==> config.mk <==
export PLATFORM = sky130hd
export DESIGN_NAME = id_ex_stage
export DESIGN_NICKNAME = d
export VERILOG_FILES = /design/src/rtl/id_ex_stage.sv
export SDC_FILE = /design/constraint.sdc
export NUM_CORES = 1
export LEC_CHECK = 0
export CORE_ASPECT_RATIO = 0.7
export CORE_MARGIN = 2
export CORE_UTILIZATION = 39
export CTS_BUF_LIST = sky130_fd_sc_hd__clkbuf_2 sky130_fd_sc_hd__clkbuf_4 sky130_fd_sc_hd__clkbuf_8
export DETAILED_ROUTE_END_ITERATION = 8
export GPL_ROUTABILITY_DRIVEN = 0
export GPL_TIMING_DRIVEN = 0
export PLACE_DENSITY = 0.8
export SYNTH_ARGS = -nofsm -noshare
export SYNTH_HDL_FRONTEND = slang
export SYNTH_SLANG_ARGS = --single-unit
==> constraint.sdc <==
create_clock -name clk -period 1.8 [get_ports clk]
set_input_delay 0.36 -clock clk [delete_from_list [all_inputs] [get_ports clk]]
set_output_delay 0.36 -clock clk [all_outputs]
set_load 0.01 [all_outputs]
==> src/rtl/id_ex_stage.sv <==
// ID/EX pipeline register with load-use hazard detection; 1-cycle latency, Hold freezes, Flush/Stall insert a bubble.
// Optional bubble counter on StallCount is built only when ID_EX_STALL_CNT_EN is defined.
module id_ex_stage #(
    parameter int XLEN = 32
) (
    input  logic            clk,
    input  logic            rst_n,
    input  logic [4:0]      ID_Rs1,
    input  logic [4:0]      ID_Rs2,
    input  logic [4:0]      ID_Rd,
    input  logic            ID_RegWrite,
    input  logic            ID_MemRead,
    input  logic            ID_MemWrite,
    input  logic            ID_MemtoReg,
    input  logic            ID_ALUSrc,
    input  logic            ID_Branch,
    input  logic [1:0]      ID_ALUOp,
    input  logic [3:0]      ID_Funct,
    input  logic [XLEN-1:0] ID_RD1,
    input  logic [XLEN-1:0] ID_RD2,
    input  logic [XLEN-1:0] ID_Imm,
    input  logic [XLEN-1:0] ID_PC,
    input  logic            Flush,
    input  logic            Hold,
    output logic [4:0]      EX_Rs1,
    output logic [4:0]      EX_Rs2,
    output logic [4:0]      EX_Rd,
    output logic            EX_RegWrite,
    output logic            EX_MemRead,
    output logic            EX_MemWrite,
    output logic            EX_MemtoReg,
    output logic            EX_ALUSrc,
    output logic            EX_Branch,
    output logic [1:0]      EX_ALUOp,
    output logic [3:0]      EX_Funct,
    output logic [XLEN-1:0] EX_RD1,
    output logic [XLEN-1:0] EX_RD2,
    output logic [XLEN-1:0] EX_Imm,
    output logic [XLEN-1:0] EX_PC,
    output logic            EX_Valid,
    output logic            Stall,
    output logic [31:0]     StallCount
);

    typedef struct packed {
        logic [4:0]      rs1;
        logic [4:0]      rs2;
        logic [4:0]      rd;
        logic            reg_write;
        logic            mem_read;
        logic            mem_write;
        logic            mem_to_reg;
        logic            alu_src;
        logic            branch;
        logic [1:0]      alu_op;
        logic [3:0]      funct;
        logic [XLEN-1:0] rd1;
        logic [XLEN-1:0] rd2;
        logic [XLEN-1:0] imm;
        logic [XLEN-1:0] pc;
        logic            valid;
    } ex_t;

    ex_t ex_q, ex_d;

    // Flush and Hold mask the hazard so the upstream stages are never frozen by a dead instruction.
    assign Stall = ex_q.mem_read && (ex_q.rd != 5'd0) &&
                   ((ex_q.rd == ID_Rs1) || (ex_q.rd == ID_Rs2)) && !Flush && !Hold;

    always_comb begin
        ex_d = ex_q;
        if (Hold) begin
            ex_d = ex_q;
        end else if (Flush || Stall) begin
            ex_d = '0;
        end else begin
            ex_d.rs1        = ID_Rs1;
            ex_d.rs2        = ID_Rs2;
            ex_d.rd         = ID_Rd;
            ex_d.reg_write  = ID_RegWrite;
            ex_d.mem_read   = ID_MemRead;
            ex_d.mem_write  = ID_MemWrite;
            ex_d.mem_to_reg = ID_MemtoReg;
            ex_d.alu_src    = ID_ALUSrc;
            ex_d.branch     = ID_Branch;
            ex_d.alu_op     = ID_ALUOp;
            ex_d.funct      = ID_Funct;
            ex_d.rd1        = ID_RD1;
            ex_d.rd2        = ID_RD2;
            ex_d.imm        = ID_Imm;
            ex_d.pc         = ID_PC;
            ex_d.valid      = 1'b1;
        end
    end

    always_ff @(posedge clk or negedge rst_n) begin
        if (!rst_n) begin
            ex_q <= '0;
        end else begin
            ex_q <= ex_d;
        end
    end

    assign EX_Rs1      = ex_q.rs1;
    assign EX_Rs2      = ex_q.rs2;
    assign EX_Rd       = ex_q.rd;
    assign EX_RegWrite = ex_q.reg_write;
    assign EX_MemRead  = ex_q.mem_read;
    assign EX_MemWrite = ex_q.mem_write;
    assign EX_MemtoReg = ex_q.mem_to_reg;
    assign EX_ALUSrc   = ex_q.alu_src;
    assign EX_Branch   = ex_q.branch;
    assign EX_ALUOp    = ex_q.alu_op;
    assign EX_Funct    = ex_q.funct;
    assign EX_RD1      = ex_q.rd1;
    assign EX_RD2      = ex_q.rd2;
    assign EX_Imm      = ex_q.imm;
    assign EX_PC       = ex_q.pc;
    assign EX_Valid    = ex_q.valid;

`ifdef ID_EX_STALL_CNT_EN
    logic [31:0] stall_cnt_q, stall_cnt_d;

    // Stall already excludes Hold and Flush, so it marks exactly the bubble-insert edges.
    assign stall_cnt_d = Stall ? stall_cnt_q + 32'd1 : stall_cnt_q;

    always_ff @(posedge clk or negedge rst_n) begin
        if (!rst_n) begin
            stall_cnt_q <= '0;
        end else begin
            stall_cnt_q <= stall_cnt_d;
        end
    end

    assign StallCount = stall_cnt_q;
`else
    assign StallCount = 32'd0;
`endif

endmodule
# ---- Yosys cells after proc, flatten, opt, wreduce, memory -nomap -nowiden
# Index checks and enable logic that the tools add are counted.
dict set report totals {
  output_inout_bits 189
  regBits 156
}
dict set report op_classes {
  mux 1
  n_eq_ne 2
  reduce_logical 9
}
# op count
set ops {}
lappend ops {{2-to-1 mux 156 bit} 1}
lappend ops {{equality test 5 bit} 2}
lappend ops {{nonzero test 5 bit} 1}
lappend ops {{logical AND 1 bit} 4}
lappend ops {{logical NOT 1 bit} 2}
lappend ops {{logical OR 1 bit} 2}

# ---- Logic depth before layout (Yosys ltp)
dict set report logic_depth {
  ltp_word 7
  ltp_mapped 6
  mapped_depth_nobuf 4
}

# ---- Least setup slack after synthesis
# No wires, ideal clock.
dict set report synth_path {
  kind {register -> output}
  startpoint {register ex_q, in the netlist EX_Rd[3]}
  endpoint {output port Stall}
  stages_incl_launch_ff 7
  arrival_time_ps 1716
  slack_ps -276
  t_required_ps 1440
  cell_sequence {dfrtp_1 -> or4_1 -> o2111ai_2 -> buf_6 -> buf_6 -> inv_1 -> and2_1}
}
dict set report synth_via {
  elab_chain_len 5
}
# element line
set synth_rtl {}
lappend synth_rtl {{from (decl)} 64} ;# ex_t ex_q, ex_d;
lappend synth_rtl {{from (signal assigned)} 98} ;# ex_q <= '0;
lappend synth_rtl {{from (signal assigned)} 100} ;# ex_q <= ex_d;
lappend synth_rtl {{equality test 5 bit or nonzero test 5 bit (tied branches)} {68, 67}}
lappend synth_rtl {{logical OR 1 bit or logical AND 1 bit (tied branches)} {68, 67}}
lappend synth_rtl {{logical AND 1 bit (*)} 67} ;# assign Stall = ex_q.mem_read && (ex_q.rd != 5'd0) &&
lappend synth_rtl {{logical AND 1 bit (*) (2 in a row)} 68} ;# ((ex_q.rd == ID_Rs1) || (ex_q.rd == ID_Rs2)) && !Flush && !Hold;
lappend synth_rtl {{to (decl)} 41} ;# output logic Stall,
# Every way passes the cells marked *; elsewhere a longest branch is shown, timed or not.

# ---- Final worst setup path
dict set report layout_path {
  startpoint {register ex_q, in the netlist EX_Rd[0]}
  endpoint {output port Stall}
}
# Same word-level chain as after synthesis.

==> insert_results.sql <==
INSERT INTO impl_metrics (metric_group, metric, value, unit) VALUES
('run_status', 'status', 'complete, but fails checks', ''),
('run_status', 'violated_checks', 'negative setup slack', ''),
('setup_path', 'arrival', '2160', 'ps'),
('grt', 'grt_antenna_before_repair', '0', ''),
('sta', 'fin_ws', '-723', 'ps'),
('clock_tree', 'maximum_buffer_depth_of_the_clock_tree', '2', ''),
('grt', 'track_usage', '0.262', ''),
('sta', 'setup_viol_count_final', '156', ''),
('pwr', 'report.power.total', '10.2', 'mW'),
('sta', 'tightest_slew', '665', 'ps'),
('flow_run', 'drv_cap', '0', ''),
('clock_tree', 'htreeDepth', '4', ''),
('floorplanning', 'die_h', '120', 'um'),
('cells_and_area', 'finalNetCount', '1317', ''),
('cells_and_area', 'fraction_of_final_layout_cells_sized_beyond_drive_strength_1', '0.115', ''),
('sta', 'min_period', '2520', 'ps'),
('logic_synthesis', 'synth.avg_cell_area', '9.72', 'um2'),
('logic_synthesis', 'ys_warn_count', '0', ''),
('place', 'placement_cell_area', '11100', 'um2'),
('sta', 'totalNegativeSetupSlack', '-39050', 'ps'),
('logic_synthesis', 'synthArstFlopShare', '1.00', ''),
('setup_path', 'worst_path_most_repeated_cell', 'sky130_fd_sc_hd__buf_6', ''),
('grt', 'grt_remaining_overflow', '0', ''),
('grt', 'grt_pass1_wl', '41.9', 'mm'),
('clock_tree', 'tritoncts.num_buffers', '17', ''),
('routing', 'route.detailed.drc', '0', ''),
('clock_tree', 'clock-root-buffer', 'sky130_fd_sc_hd__clkbuf_8', ''),
('sta', 'fin_skew', '21.2', 'ps'),
('floorplanning', 'core.rowCount', '42', ''),
('floorplanning', 'core_area', '18900', 'um2'),
('setup_path', 'critical_path.cell_chain', 'or4_4, o2111ai_4, buf_6, buf_8, inv_4, and2_4, buf_6', ''),
('logic_synthesis', 'yosys-top-cells-count', 'sky130_fd_sc_hd__dfrtp_1 (156), sky130_fd_sc_hd__o21ai_0 (155), sky130_fd_sc_hd__nand2_1 (147)', ''),
('cells_and_area', 'multiInputGateArea', '3080', 'um2'),
('routing', 'vias_per_cell', '5.64', ''),
('sta', 'fmaxAchievable', '396', 'MHz'),
('sta', 'final_hold_viol_count', '0', ''),
('grt', 'grt_start_max_net_pins', '82', ''),
('routing', 'vias', '7967', ''),
('pwr', 'p_leak', '5.13', 'nW'),
('cells_and_area', 'filler_cells_inserted', '1557', ''),
('setup_path', 'cp-start-kind', 'flop', ''),
('pwr', 'power_density', '850', 'nW/um2'),
('setup_path', 'timing.critical_path.fanout_max', '2', ''),
('place', 'dp_hpwl', '19.6', 'mm'),
('setup_path', 'timing.critical_path.slowest_stage_cell', 'sky130_fd_sc_hd__or4_4', ''),
('cells_and_area', 'ff_latch_area', '3910', 'um2'),
('clock_tree', 'worstSkewPairLatency', '450', 'ps'),
('floorplanning', 'floorplan.initialDensity', '0.398', ''),
('setup_path', 'r2r_start', 'EX_Rd[0]$_DFFE_PN0N_', ''),
('floorplanning', 'die_area', '20500', 'um2'),
('sta', 'rsz0062_at_grt', 'yes', ''),
('cells_and_area', 'fin_area', '12000', 'um2'),
('clock_tree', 'cts_tree', 'built', ''),
('sta', 'timing_max_transition_violations_final', '0', ''),
('logic_synthesis', 'synth.area.top_cells', 'sky130_fd_sc_hd__dfrtp_1 (52%), sky130_fd_sc_hd__a32oi_1 (17%), sky130_fd_sc_hd__o21ai_0 (10%)', ''),
('setup_path', 'worstSetupPathType', 'reg -> out', ''),
('grt', 'first_global_vias', '7558', ''),
('routing', 'detailedRoute.firstIterationViolations', '781', ''),
('logic_synthesis', 'syn-instance-count', '775', ''),
('logic_synthesis', 'synth_edf_count', '0', ''),
('setup_path', 'slowest_delay', '550', 'ps'),
('logic_synthesis', 'post-synth-top-count-cell', 'sky130_fd_sc_hd__dfrtp_1', ''),
('routing', 'routedWlPerCell', '20.0', 'um'),
('cells_and_area', 'diodes', '0', ''),
('clock_tree', 'numClockSinks', '156', ''),
('logic_synthesis', 'yosysUniqueCellTypes', '22', ''),
('logic_synthesis', 'synth_seq_cells', '156', ''),
('floorplanning', 'die_width', '170', 'um'),
('logic_synthesis', 'synth_top_area_share', '0.518', ''),
('clock_tree', 'clkTransAtPathRegs', '90', 'ps'),
('setup_path', 'r2r.worst_path.cells', '9', '');
-- repair_timing --
item                                    CTS  global route
resized for setup                        58           116
hold endpoints to repair                 80             0
setup buffers                             7             2
endpoints found under the setup margin  163           190
pin swaps                                 2             0
gates cloned                              1             6
hold buffers                              1             0
-- critical path: cells and delay by family (launching register included) --
kind	cells	cell delay [ps]
buf+inv	4	370
compound gates	1	230
flops	1	420
simple gates	2	700
-- per-layer routing --
metal / vias up / global-route usage / wire (um)
met1: 3887 / 0.351 / 12100
li1: 3627 / - / -
met4: 0 / 0.0726 / 497
met5: - / 0 / 0
met3: 43 / 0.101 / 2930
met2: 410 / 0.398 / 12700
-- where the power goes --
part | internal (mW) | leakage [nW] | switching, mW
clock | 1.56 | 0.214 | 1.43
combinational | 1.59 | 2.99 | 1.39
sequential | 3.96 | 1.92 | 0.296
total | 7.11 | 5.13 | 3.12
-- final timing paths --
check	endpoint	slack, ps
max	Stall	-720
min	EX_RD1[13]$_DFFE_PN0N_	470
max reg2reg	EX_PC[25]$_DFFE_PN0N_	-400
min reg2reg	EX_Imm[6]$_DFFE_PN0N_	490
max in group asynchronous	EX_PC[16]$_DFFE_PN0N_	490
min in group clk	EX_RD2[12]$_DFFE_PN0N_	480
-- kinds of logic after synthesis --
group | Yosys count | synth area share
DFF | 156 | 0.518
buffers and inverters | 122 | 0.0915
and+or+nand+nor | 172 | 0.0918
other | 1 | 0.000498
muxes | 1 | 0.00133
AOI/OAI and AO/OA | 313 | 0.285
xor gates and xnor gates | 10 | 0.0116
-- layout by cell type, fill, tap and decap left out, types with 24 or more instances in the layout --
cell type / n
sky130_fd_sc_hd__clkdlybuf4s50_1: 279
sky130_fd_sc_hd__a32oi_1: 145
sky130_fd_sc_hd__conb_1: 32
sky130_fd_sc_hd__o21ai_0: 79
sky130_fd_sc_hd__dfrtp_1: 151
sky130_fd_sc_hd__buf_4: 39
sky130_fd_sc_hd__dlymetal6s2s_1: 24
sky130_fd_sc_hd__o21ai_1: 76
sky130_fd_sc_hd__nand2_1: 147
sky130_fd_sc_hd__clkbuf_1: 44
-- through the flow --
| step | instances | hold WS [ps] | setup slack [ps] |
|---|---|---|---|
| after global placement | 1363 | 470 | -6810 |
| after CTS | 1405 | 451 | -740 |
| final | 1413 | 466 | -723 |
| after global routing | 1413 | 436 | -812 |
| after detailed placement | 1364 | 389 | -1130 |
| after floorplan | 806 | 64.4 | -260 |
-- layout make-up --
class                      instances  share of cell area
buffer                           119              0.0656
clock buffer                      19              0.0207
clock inverter                    13              0.0156
inverter                           3             0.00114
multi-input combinational        528               0.256
sequential                       156               0.325
tap                              242              0.0252
timing repair buffer             333               0.291
-- state kept, by name, indices dropped and copies added, names as in the netlist, 2 cells and up --
register / cells
EX_Rs2: 5
EX_Imm: 32
EX_RD1: 32
EX_Rd: 5
EX_Funct: 4
EX_Rs1: 5
EX_PC: 32
EX_ALUOp: 2
EX_RD2: 32
Power figures use the tool's default switching activity.
